`config.mk`:
```
export PLATFORM = sky130hd
export DESIGN_NAME = pixel_unloader
export DESIGN_NICKNAME = d
export VERILOG_FILES = /design/src/rtl/pixel_unloader.sv
export SDC_FILE = /design/constraint.sdc
export NUM_CORES = 1
export LEC_CHECK = 0
export CAP_MARGIN = 20
export CORE_UTILIZATION = 35
export DETAILED_ROUTE_END_ITERATION = 16
export HOLD_SLACK_MARGIN = 0.08
export PLACE_DENSITY = 0.56
export SLEW_MARGIN = 20
export SYNTH_ARGS = -nofsm -noshare
export SYNTH_HDL_FRONTEND = slang
export SYNTH_SLANG_ARGS = --single-unit
```
`constraint.sdc`:
```
create_clock -name clk -period 3.2 [get_ports clk]
set_input_delay 0.64 -clock clk [delete_from_list [all_inputs] [get_ports clk]]
set_output_delay 0.64 -clock clk [all_outputs]
set_load 0.1 [all_outputs]
```
`src/rtl/pixel_unloader.sv`:
```
// Output stage of the filter pipeline: rebuilds a full IMG_WIDTH x IMG_HEIGHT raster
// from an interior-only pixel stream, re-inserting border padding behind a valid/ready port.
module pixel_unloader #(
  parameter int         IMG_WIDTH  = 512,
  parameter int         IMG_HEIGHT = 512,
  parameter int         BORDER     = 1,
  parameter int         FIFO_DEPTH = 16,
  parameter logic [7:0] PAD_VALUE  = 8'd0,
  localparam int        LW         = $clog2(FIFO_DEPTH) + 1
) (
  input  logic          clk,
  input  logic          rstN,
  input  logic [7:0]    pixel_in,
  input  logic          pixel_in_valid,
  output logic [7:0]    pixel_out,
  output logic          pixel_out_valid,
  input  logic          pixel_out_ready,
  output logic          pixel_out_sof,
  output logic          pixel_out_eol,
  output logic          pixel_out_eof,
  output logic          frame_done,
  output logic          overflow,
  output logic [LW-1:0] fifo_level
);

  localparam int AW = LW - 1;
  // Counter widths can represent IMG_WIDTH/IMG_HEIGHT themselves so the border bounds never wrap.
  localparam int CW = $clog2(IMG_WIDTH + 1);
  localparam int RW = $clog2(IMG_HEIGHT + 1);

  localparam logic [CW-1:0] COL_LAST = CW'(IMG_WIDTH - 1);
  localparam logic [CW-1:0] COL_LO   = CW'(BORDER);
  localparam logic [CW-1:0] COL_HI   = CW'(IMG_WIDTH - BORDER);
  localparam logic [CW-1:0] COL_ONE  = CW'(1);
  localparam logic [RW-1:0] ROW_LAST = RW'(IMG_HEIGHT - 1);
  localparam logic [RW-1:0] ROW_LO   = RW'(BORDER);
  localparam logic [RW-1:0] ROW_HI   = RW'(IMG_HEIGHT - BORDER);
  localparam logic [RW-1:0] ROW_ONE  = RW'(1);
  localparam logic [LW-1:0] LVL_FULL = LW'(FIFO_DEPTH);
  localparam logic [LW-1:0] LVL_ONE  = LW'(1);
  localparam logic [AW-1:0] PTR_ONE  = AW'(1);

  typedef enum logic [1:0] {
    IDLE,
    STREAM,
    DRAIN
  } state_t;

  state_t state_q, state_d;

  // Input FIFO
  logic [7:0]    mem_q [FIFO_DEPTH];
  logic [AW-1:0] wr_ptr_q, wr_ptr_d;
  logic [AW-1:0] rd_ptr_q, rd_ptr_d;
  logic [LW-1:0] level_q, level_d;
  logic          overflow_q, overflow_d;
  logic          fifo_empty, fifo_full, push, pop;

  // Raster position of the next pixel to load
  logic [CW-1:0] col_q, col_d;
  logic [RW-1:0] row_q, row_d;
  logic          is_border, at_origin, at_eol, last_pos;

  // Output register and markers
  logic [7:0] pix_q, pix_d;
  logic       valid_q, valid_d;
  logic       sof_q, sof_d;
  logic       eol_q, eol_d;
  logic       eof_q, eof_d;
  logic       done_q, done_d;

  logic slot_free, load, eof_hs;

  assign fifo_empty = (level_q == '0);
  assign fifo_full  = (level_q == LVL_FULL);

  assign is_border = (row_q < ROW_LO) || (row_q >= ROW_HI) ||
                     (col_q < COL_LO) || (col_q >= COL_HI);
  assign at_origin = (row_q == '0) && (col_q == '0);
  assign at_eol    = (col_q == COL_LAST);
  assign last_pos  = at_eol && (row_q == ROW_LAST);

  assign slot_free = !valid_q || pixel_out_ready;
  assign pop       = load && !is_border;
  // A pop in the same cycle frees the slot, so a full FIFO can still accept.
  assign push      = pixel_in_valid && (!fifo_full || pop);

  // ---------------------------------------------------------------------------
  // FSM: state register
  // ---------------------------------------------------------------------------
  always_ff @(posedge clk) begin
    // NOTE: sequential state uses non-blocking assignments so every register
    // samples the pre-edge values of the others, independent of block order.
    if (!rstN) state_q <= IDLE;
    else       state_q <= state_d;
  end

  // FSM: next-state logic
  always_comb begin
    // NOTE: every combinational output gets a default first, so no path
    // through the block leaves it unassigned and infers a latch.
    state_d = state_q;
    case (state_q)
      IDLE:    if (!fifo_empty)       state_d = STREAM;
      STREAM:  if (load && last_pos)  state_d = DRAIN;
      DRAIN:   if (eof_hs)            state_d = IDLE;
      default:                        state_d = IDLE;
    endcase
  end

  // FSM: output decode
  always_comb begin
    load   = 1'b0;
    eof_hs = 1'b0;
    case (state_q)
      STREAM:  load   = slot_free && (is_border || !fifo_empty);
      DRAIN:   eof_hs = valid_q && pixel_out_ready;
      default: ;
    endcase
  end

  // ---------------------------------------------------------------------------
  // FIFO bookkeeping
  // ---------------------------------------------------------------------------
  always_comb begin
    wr_ptr_d   = wr_ptr_q;
    rd_ptr_d   = rd_ptr_q;
    level_d    = level_q;
    overflow_d = overflow_q || (pixel_in_valid && !push);
    if (push) wr_ptr_d = wr_ptr_q + PTR_ONE;
    if (pop)  rd_ptr_d = rd_ptr_q + PTR_ONE;
    case ({push, pop})
      2'b10:   level_d = level_q + LVL_ONE;
      2'b01:   level_d = level_q - LVL_ONE;
      default: ;
    endcase
  end

  // NOTE: the storage array has no reset; only pointers and level are cleared,
  // which keeps it mappable to plain RAM and stale words are never read.
  always_ff @(posedge clk) begin
    if (push) mem_q[wr_ptr_q] <= pixel_in;
  end

  // ---------------------------------------------------------------------------
  // Position counters and output register
  // ---------------------------------------------------------------------------
  always_comb begin
    col_d   = col_q;
    row_d   = row_q;
    pix_d   = pix_q;
    valid_d = valid_q;
    sof_d   = sof_q;
    eol_d   = eol_q;
    eof_d   = eof_q;
    done_d  = eof_hs;
    if (load) begin
      valid_d = 1'b1;
      pix_d   = is_border ? PAD_VALUE : mem_q[rd_ptr_q];
      sof_d   = at_origin;
      eol_d   = at_eol;
      eof_d   = last_pos;
      if (at_eol) begin
        col_d = '0;
        row_d = last_pos ? '0 : row_q + ROW_ONE;
      end else begin
        col_d = col_q + COL_ONE;
      end
    end else if (pixel_out_ready) begin
      // Previous pixel taken and nothing available: bubble, counters hold.
      valid_d = 1'b0;
    end
    if (eof_hs) begin
      col_d = '0;
      row_d = '0;
    end
  end

  always_ff @(posedge clk) begin
    if (!rstN) begin
      wr_ptr_q   <= '0;
      rd_ptr_q   <= '0;
      level_q    <= '0;
      overflow_q <= 1'b0;
      col_q      <= '0;
      row_q      <= '0;
      pix_q      <= '0;
      valid_q    <= 1'b0;
      sof_q      <= 1'b0;
      eol_q      <= 1'b0;
      eof_q      <= 1'b0;
      done_q     <= 1'b0;
    end else begin
      wr_ptr_q   <= wr_ptr_d;
      rd_ptr_q   <= rd_ptr_d;
      level_q    <= level_d;
      overflow_q <= overflow_d;
      col_q      <= col_d;
      row_q      <= row_d;
      pix_q      <= pix_d;
      valid_q    <= valid_d;
      sof_q      <= sof_d;
      eol_q      <= eol_d;
      eof_q      <= eof_d;
      done_q     <= done_d;
    end
  end

  assign pixel_out       = pix_q;
  assign pixel_out_valid = valid_q;
  assign pixel_out_sof   = sof_q;
  assign pixel_out_eol   = eol_q;
  assign pixel_out_eof   = eof_q;
  assign frame_done      = done_q;
  assign overflow        = overflow_q;
  assign fifo_level      = level_q;

endmodule

```
Word-level counts from Yosys, hierarchy flattened:

Memories as Yosys holds them, arrays and structs flattened. A register that Yosys moved wholly into a read port is not among the register bits.
Cells that the tools add are included.
Widths: inputs -> output; s select.

* RAM bits: 128
* word-level logic and storage cells: 80
* bits in registers: 49
* bits of input ports: 12
* memories kept: 1

Memories
* mem_q: depth 16, bits a word 8, rd ports 1, clocked after Yosys merged registers in 1, write ports 1, RTL line 52 `logic [7:0] mem_q [FIFO_DEPTH];`

* reduce and logical (&&, ||, !) cells: 29
* mux-type cells: 16
* $add $sub $neg: 6
* equal/unequal tests: 10
* magnitude comparators: 4
* bitwise logic cells: 1

Operators by type and width (number)
* $add 10x1->10 const B: 2
* $eq 10x9->1 const B: 2
* $ge 10x9->1 const B: 2
* $logic_not 10->1: 2
* $lt 10x1->1 const B: 2
* $mux 10: 2
* $pmux 5 s2: 1
* $add 4x1->4 const B: 2
* $logic_and 1x1->1: 8
* $mux 4: 2
* $mux 8: 1
* $logic_or 1x1->1: 7
* $mux 1: 6
* $mux 2: 3
* $ne 2x2->1 const B: 3
* $pmux 2 s3: 1
* $add 5x1->5 const B: 1
* $eq 5x5->1 const B: 1
* $logic_not 1->1: 5
* $logic_not 5->1: 1
* $sub 5x1->5 const B: 1
* $eq 2x1->1 const B: 2
* $eq 2x2->1 const B: 2
* $reduce_bool 2->1: 2
* other kinds (5): 5

Logic depth before layout (Yosys ltp):

* depth in word-level cells: 13
* gate-level depth with buffers: 13
* depth with buffers taken out: 13

Worst setup path before layout:

Ideal clock, no wire load.

* kind: register to register
* start point: reg level_q[1] (netlist: fifo_level[1])
* end point: mem mem_q[0][0] (enable)
* stages on the path, launching flop included: 9
* arrival: 2.632 ns
* slack: 0.184 ns
* clock period less this slack: 3.016 ns
* path through: dfxtp_1 nor4_1 nand2b_1 buf_2 and2_1 a21o_1 buf_4 nand3_1 nor3_1

* word-level cells in the longest chain between the ends: 10
* elaborated cells on any way between the ends: 12
* classes of those cells: eq/ne: 1; mux: 3; reduce/logical: 8

RTL lines
* start: declaration: RTL line 55 `logic [LW-1:0] level_q, level_d;`
* start signal: assignment: RTL line 196 `level_q <= level_d;`
* $logic_not 5->1: RTL line 74 `assign fifo_empty = (level_q == '0);`
* $logic_not 1->1: RTL line 116 `STREAM: load = slot_free && (is_border || !fifo_empty);`
* $logic_or 1x1->1: RTL line 116
* $logic_and 1x1->1: RTL line 116
* $mux 1: RTL line 115 `case (state_q)`
* $logic_and 1x1->1: RTL line 84 `assign pop = load && !is_border;`
* $logic_or 1x1->1 (*): RTL line 86 `assign push = pixel_in_valid && (!fifo_full || pop);`
* $logic_and 1x1->1 (*): RTL line 86
* $mux 1 (*): RTL line 142 `if (push) mem_q[wr_ptr_q] <= pixel_in;`
* $mux 1 (not written as such) (*): RTL line 142
* end: declaration: RTL line 52

Every way passes the cells marked *; elsewhere a longest branch is shown, timed or not.

Final worst setup path:

* start point: reg col_q[0]
* end point: reg level_q[4] (netlist: fifo_level[4])

* word-level cells in the longest chain between the ends: 11
* elaborated cells on any way between the ends: 15
* classes of those cells: order compare: 2; eq/ne: 2; mux: 2; reduce/logical: 9

RTL lines
* start: declaration: RTL line 60 `logic [CW-1:0] col_q, col_d;`
* start signal: assignment: RTL line 198 `col_q <= col_d;`
* $lt 10x1->1: RTL line 78 `(col_q < COL_LO) || (col_q >= COL_HI);`
* $logic_or 1x1->1: RTL line 77 `assign is_border = (row_q < ROW_LO) || (row_q >= ROW_HI) ||`
* $logic_or 1x1->1 (*): RTL line 78
* $logic_or 1x1->1: RTL line 116
* $logic_and 1x1->1: RTL line 116
* $mux 1: RTL line 115
* $logic_and 1x1->1 (*): RTL line 84
* $logic_or 1x1->1: RTL line 86
* $logic_and 1x1->1: RTL line 86
* $eq 2x1->1 / $eq 2x2->1 (equally long branches): RTL line 132 `case ({push, pop})`
* $pmux 5 s2 / $reduce_bool 2->1 (equally long branches)

Marks and branches as above.
A chain may end at the register's enable or synchronous reset.

==> metrics.yaml <==
detailed_routing:
  wirelength_mm: 14.6
  drt-vias-per-instance: 5.07
  dr.pass1.iters: 4
  drc: 0
  ant_nets: 0
  wire_per_inst_microns: 17.8
  drt_iter0_markers: 219
  vias: 4160
worst_hold_path:
  holdCritStartpoint: "pixel_out_sof$_SDFFE_PN0P_"
  hold_path.class: "flip-flop to flip-flop"
synth:
  yosysTopAreaCell: "edfxtp_1"
  synth_top_family_by_area: "multiplexers"
  synthSimpleGateAreaFrac_pct: 9.80
  synth_enable_flop_cells: 128
  synth_compound_area_share_pct: 4.76
  avgSynthCellArea_sq_um: 15.3
  synth.top_cell.area_share_pct: 51.9
  synth-seq-cells: 181
  synthMuxAreaShare_pct: 12.7
  synthArstFlopShare_pct: 0
  synth_cell_types: 49
  synth-adder-area-share_pct: 2.64
  mappedNetlistArea_sq_um: 7410
  netlist_instances: 483
  synthTopCellsByArea: "edfxtp_1, dfxtp_1, mux4_2"
  synth-main-ff-cell: "edfxtp_1"
  yosysWarnings: 0
  syn_nets: 510
  synth-seq-area-share_pct: 66.2
  synth_xor_area_share_pct: 2.01
clock_tree:
  cts.root.buffer_cell: "clkbuf_16"
  post_cts_buffers: 0
  cts_resized: 0
  cts_buffers: 17
  cts.clk_slew.worst_paths_ns: 0.07
  clock-sinks: 181
  h-tree-depth: 4
  cts_tree: "done"
  hold_buffers: 0
  clk-insertion-delay-late_ns: 0.43
  clockBufferDepth: 2
run:
  maxCapViolCount: 0
global_route:
  grt_overflow_total: 0
  grt_pass1_wl_mm: 23.6
  grt_max_degree: 33
  grt_pass1_vias: 4211
  antenna_found_initial: 0
  grt_use_total_pct: 14.5
critical_path:
  cp-start-kind: "flip-flop"
  cp_cell_sequence: "inv_1, ha_1, a311oi_1, nand4b_4, nor2_1, nand2_2, inv_2, ha_1, a21o_1, a21oi_1, mux2i_1, mux2i_1"
  cp.buffers_inverters: 2
  critPathSlowestCell: "a311oi_1"
  rr_startpoint: "col_q[0]$_SDFFE_PP0P_"
  crit_fanout: 12
  end_kind: "flip-flop"
  crit_required_ns: 3.56
  critical-path-top-delay-family: "compound AO/OA/AOI/OAI gates"
  critical_path_class: "flip-flop to flip-flop"
  reg2reg_slack_ns: 0.34
  arrival_ns: 3.22
  cp-startpoint: "col_q[0]$_SDFFE_PP0P_"
  slowest_delay_ns: 0.47
pwr:
  p_leak_nw: 2.91
  internal_power_mw: 3.62
  p_comb_share_pct: 4.6
  seqPwrFrac_pct: 54.0
  power-per-cell-area_nw_per_um2: 545
  vdd_drop_max_mv: 0.457
  sw_frac_of_total_pct: 23.2
  clkPwrFrac_pct: 41.4
  netSwitchingPower_mw: 1.09
sta:
  relSlewSlack_pct: 58.2
  rsz0062_at_grt: "no"
  hold_viol: 0
  finalClockSkew_ns: 0.0127
  fmax_ghz: 0.350
  setup_viol: 0
  tightest_slew_ns: 0.626
  fin_crit_sh_pct: 89.3
  setup_tns_ns: 0
  drv_slew: 0
  post-route-min-period_ns: 2.86
layout:
  area_delta_synth_final_pct: 17.0
  final_cell_area_sq_um: 8660
  final_nets: 565
  drive_above_1_share_pct: 22.3
  diodes: 0
  fin_util_pct: 42.3
floorplanning:
  dieArea_sq_um: 21700
  core-area_sq_um: 20500
  die_h_microns: 147
  core.rowCount: 52
  initial_core_util_pct: 36.1
  io_pins: 31
  dieWidth_microns: 147
placed_design:
  hpwlAfterDp_mm: 10.1
  dpl_cell_area_sq_um: 8120
  gp_congestion: 0.827
  io_buffers: 30
status:
  outcome: "finished clean"
worst paths after layout:
check                           depth (start not counted)                          to
worst max-delay path                                   12  fifo_level[4]$_SDFFE_PN0P_
worst min-delay path                                    2  pixel_out_sof$_SDFFE_PN0P_
worst max register to register                         12  fifo_level[4]$_SDFFE_PN0P_
worst min register to register                          2  pixel_out_sof$_SDFFE_PN0P_
cell usage after synthesis (all sizes together) (2+ instances only):
master	number
nand3b	5
nand4	8
ha	14
xnor2	8
clkbuf	9
and2	2
o21ai	11
nor3	10
buf	11
a21o	5
inv	12
mux2i	4
and3	2
or3	3
mux4	40
or4	3
nand3	17
a22oi	8
nand2	24
dfxtp	53
xor2	9
nor4	6
a21oi	20
nand4b	2
edfxtp	128
o211ai	4
nor2	48
nand2b	5
o21a	2
state kept, by name, indices dropped and copies added (netlist names), named ones only:
register	count
pixel_out_valid	1
col_q	10
pixel_out_sof	1
pixel_out_eof	1
wr_ptr_q	4
row_q	10
mem_q	128
pixel_out_eol	1
pixel_out	8
overflow	1
rd_ptr_q	4
fifo_level	5
state_q	2
frame_done	1
cell families (layout without fill, tap and decap cells):
kind of cell               count (synthesis)  in the layout
AOI/OAI and AO/OA                         55             55
muxes                                     44             44
DFF                                      181            181
and+or+nand+nor                          138            138
buffers and inverters                     33            101
xor gates and xnor gates                  17             17
adders and majority gates                 15             15
metal layers:
metal  wire [microns]  GRT usage, %  up-vias
li1                 -             -     1963
met1             6740          18.6     2096
met5                0             0        -
met3              425          3.55       18
met4              238          6.08        0
met2             7180          23.6       83
worst register-to-register path: stages, from the launching register on:
cell and delay (ns):
dfxtp_1 0.36, inv_1 0.09, ha_1 0.21, a311oi_1 0.47
nand4b_4 0.16, nor2_1 0.19, nand2_2 0.10, inv_2 0.15
ha_1 0.29, a21o_1 0.19, a21oi_1 0.17, mux2i_1 0.23
mux2i_1 0.19
metrics by stage:
stage                     hold slack (ns)  setup slack, ns  power, mW  std cells
after CTS                           0.460            0.337       4.77        821
after floorplan                     0.450            0.184       2.73        483
after global placement              0.443           0.0824       2.81        789
final                               0.456            0.342       4.72        821
after global routing                0.484           0.0806       4.88        821
after detailed placement            0.452           0.0370       2.82        789
power groups by stage:
| stage | Clock, mW | Sequential, mW | Combinational (mW) |
|---|---|---|---|
| after floorplan | 0 | 2.63 | 0.0964 |
| after global placement | 0 | 2.60 | 0.214 |
| after detailed placement | 0 | 2.60 | 0.217 |
| after CTS | 2.00 | 2.55 | 0.219 |
| after global routing | 2.10 | 2.55 | 0.236 |
| final | 1.95 | 2.55 | 0.216 |
area by class of cell:
class	count	area [sq um]
fill	1848	11800
inverter	13	48.8
multi-input combinational	269	2360
sequential	181	4910
clock buffer	18	429
clock inverter	14	118
timing repair buffer	56	460
tap	270	338
placed cells by master, fill, tap and decap left out, types with 2 or more instances in the layout:
cell type,count
a21o_1,5
a21oi_1,20
a22oi_1,8
and2_1,2
and3_1,2
buf_4,44
clkbuf_16,17
clkdlybuf4s50_1,11
clkinv_1,3
dfxtp_1,52
edfxtp_1,128
ha_1,14
inv_1,11
inv_6,5
inv_8,4
mux2i_1,4
mux4_2,40
nand2_1,23
nand2b_1,5
nand3_1,16
nand3b_1,5
nand4_1,7
nor2_1,48
nor3_1,10
nor4_1,5
o211ai_1,4
o21a_1,2
o21ai_0,9
or3_1,3
or4_1,3
xnor2_1,8
xor2_1,9
No activity file was read; power rests on OpenSTA's default activity.
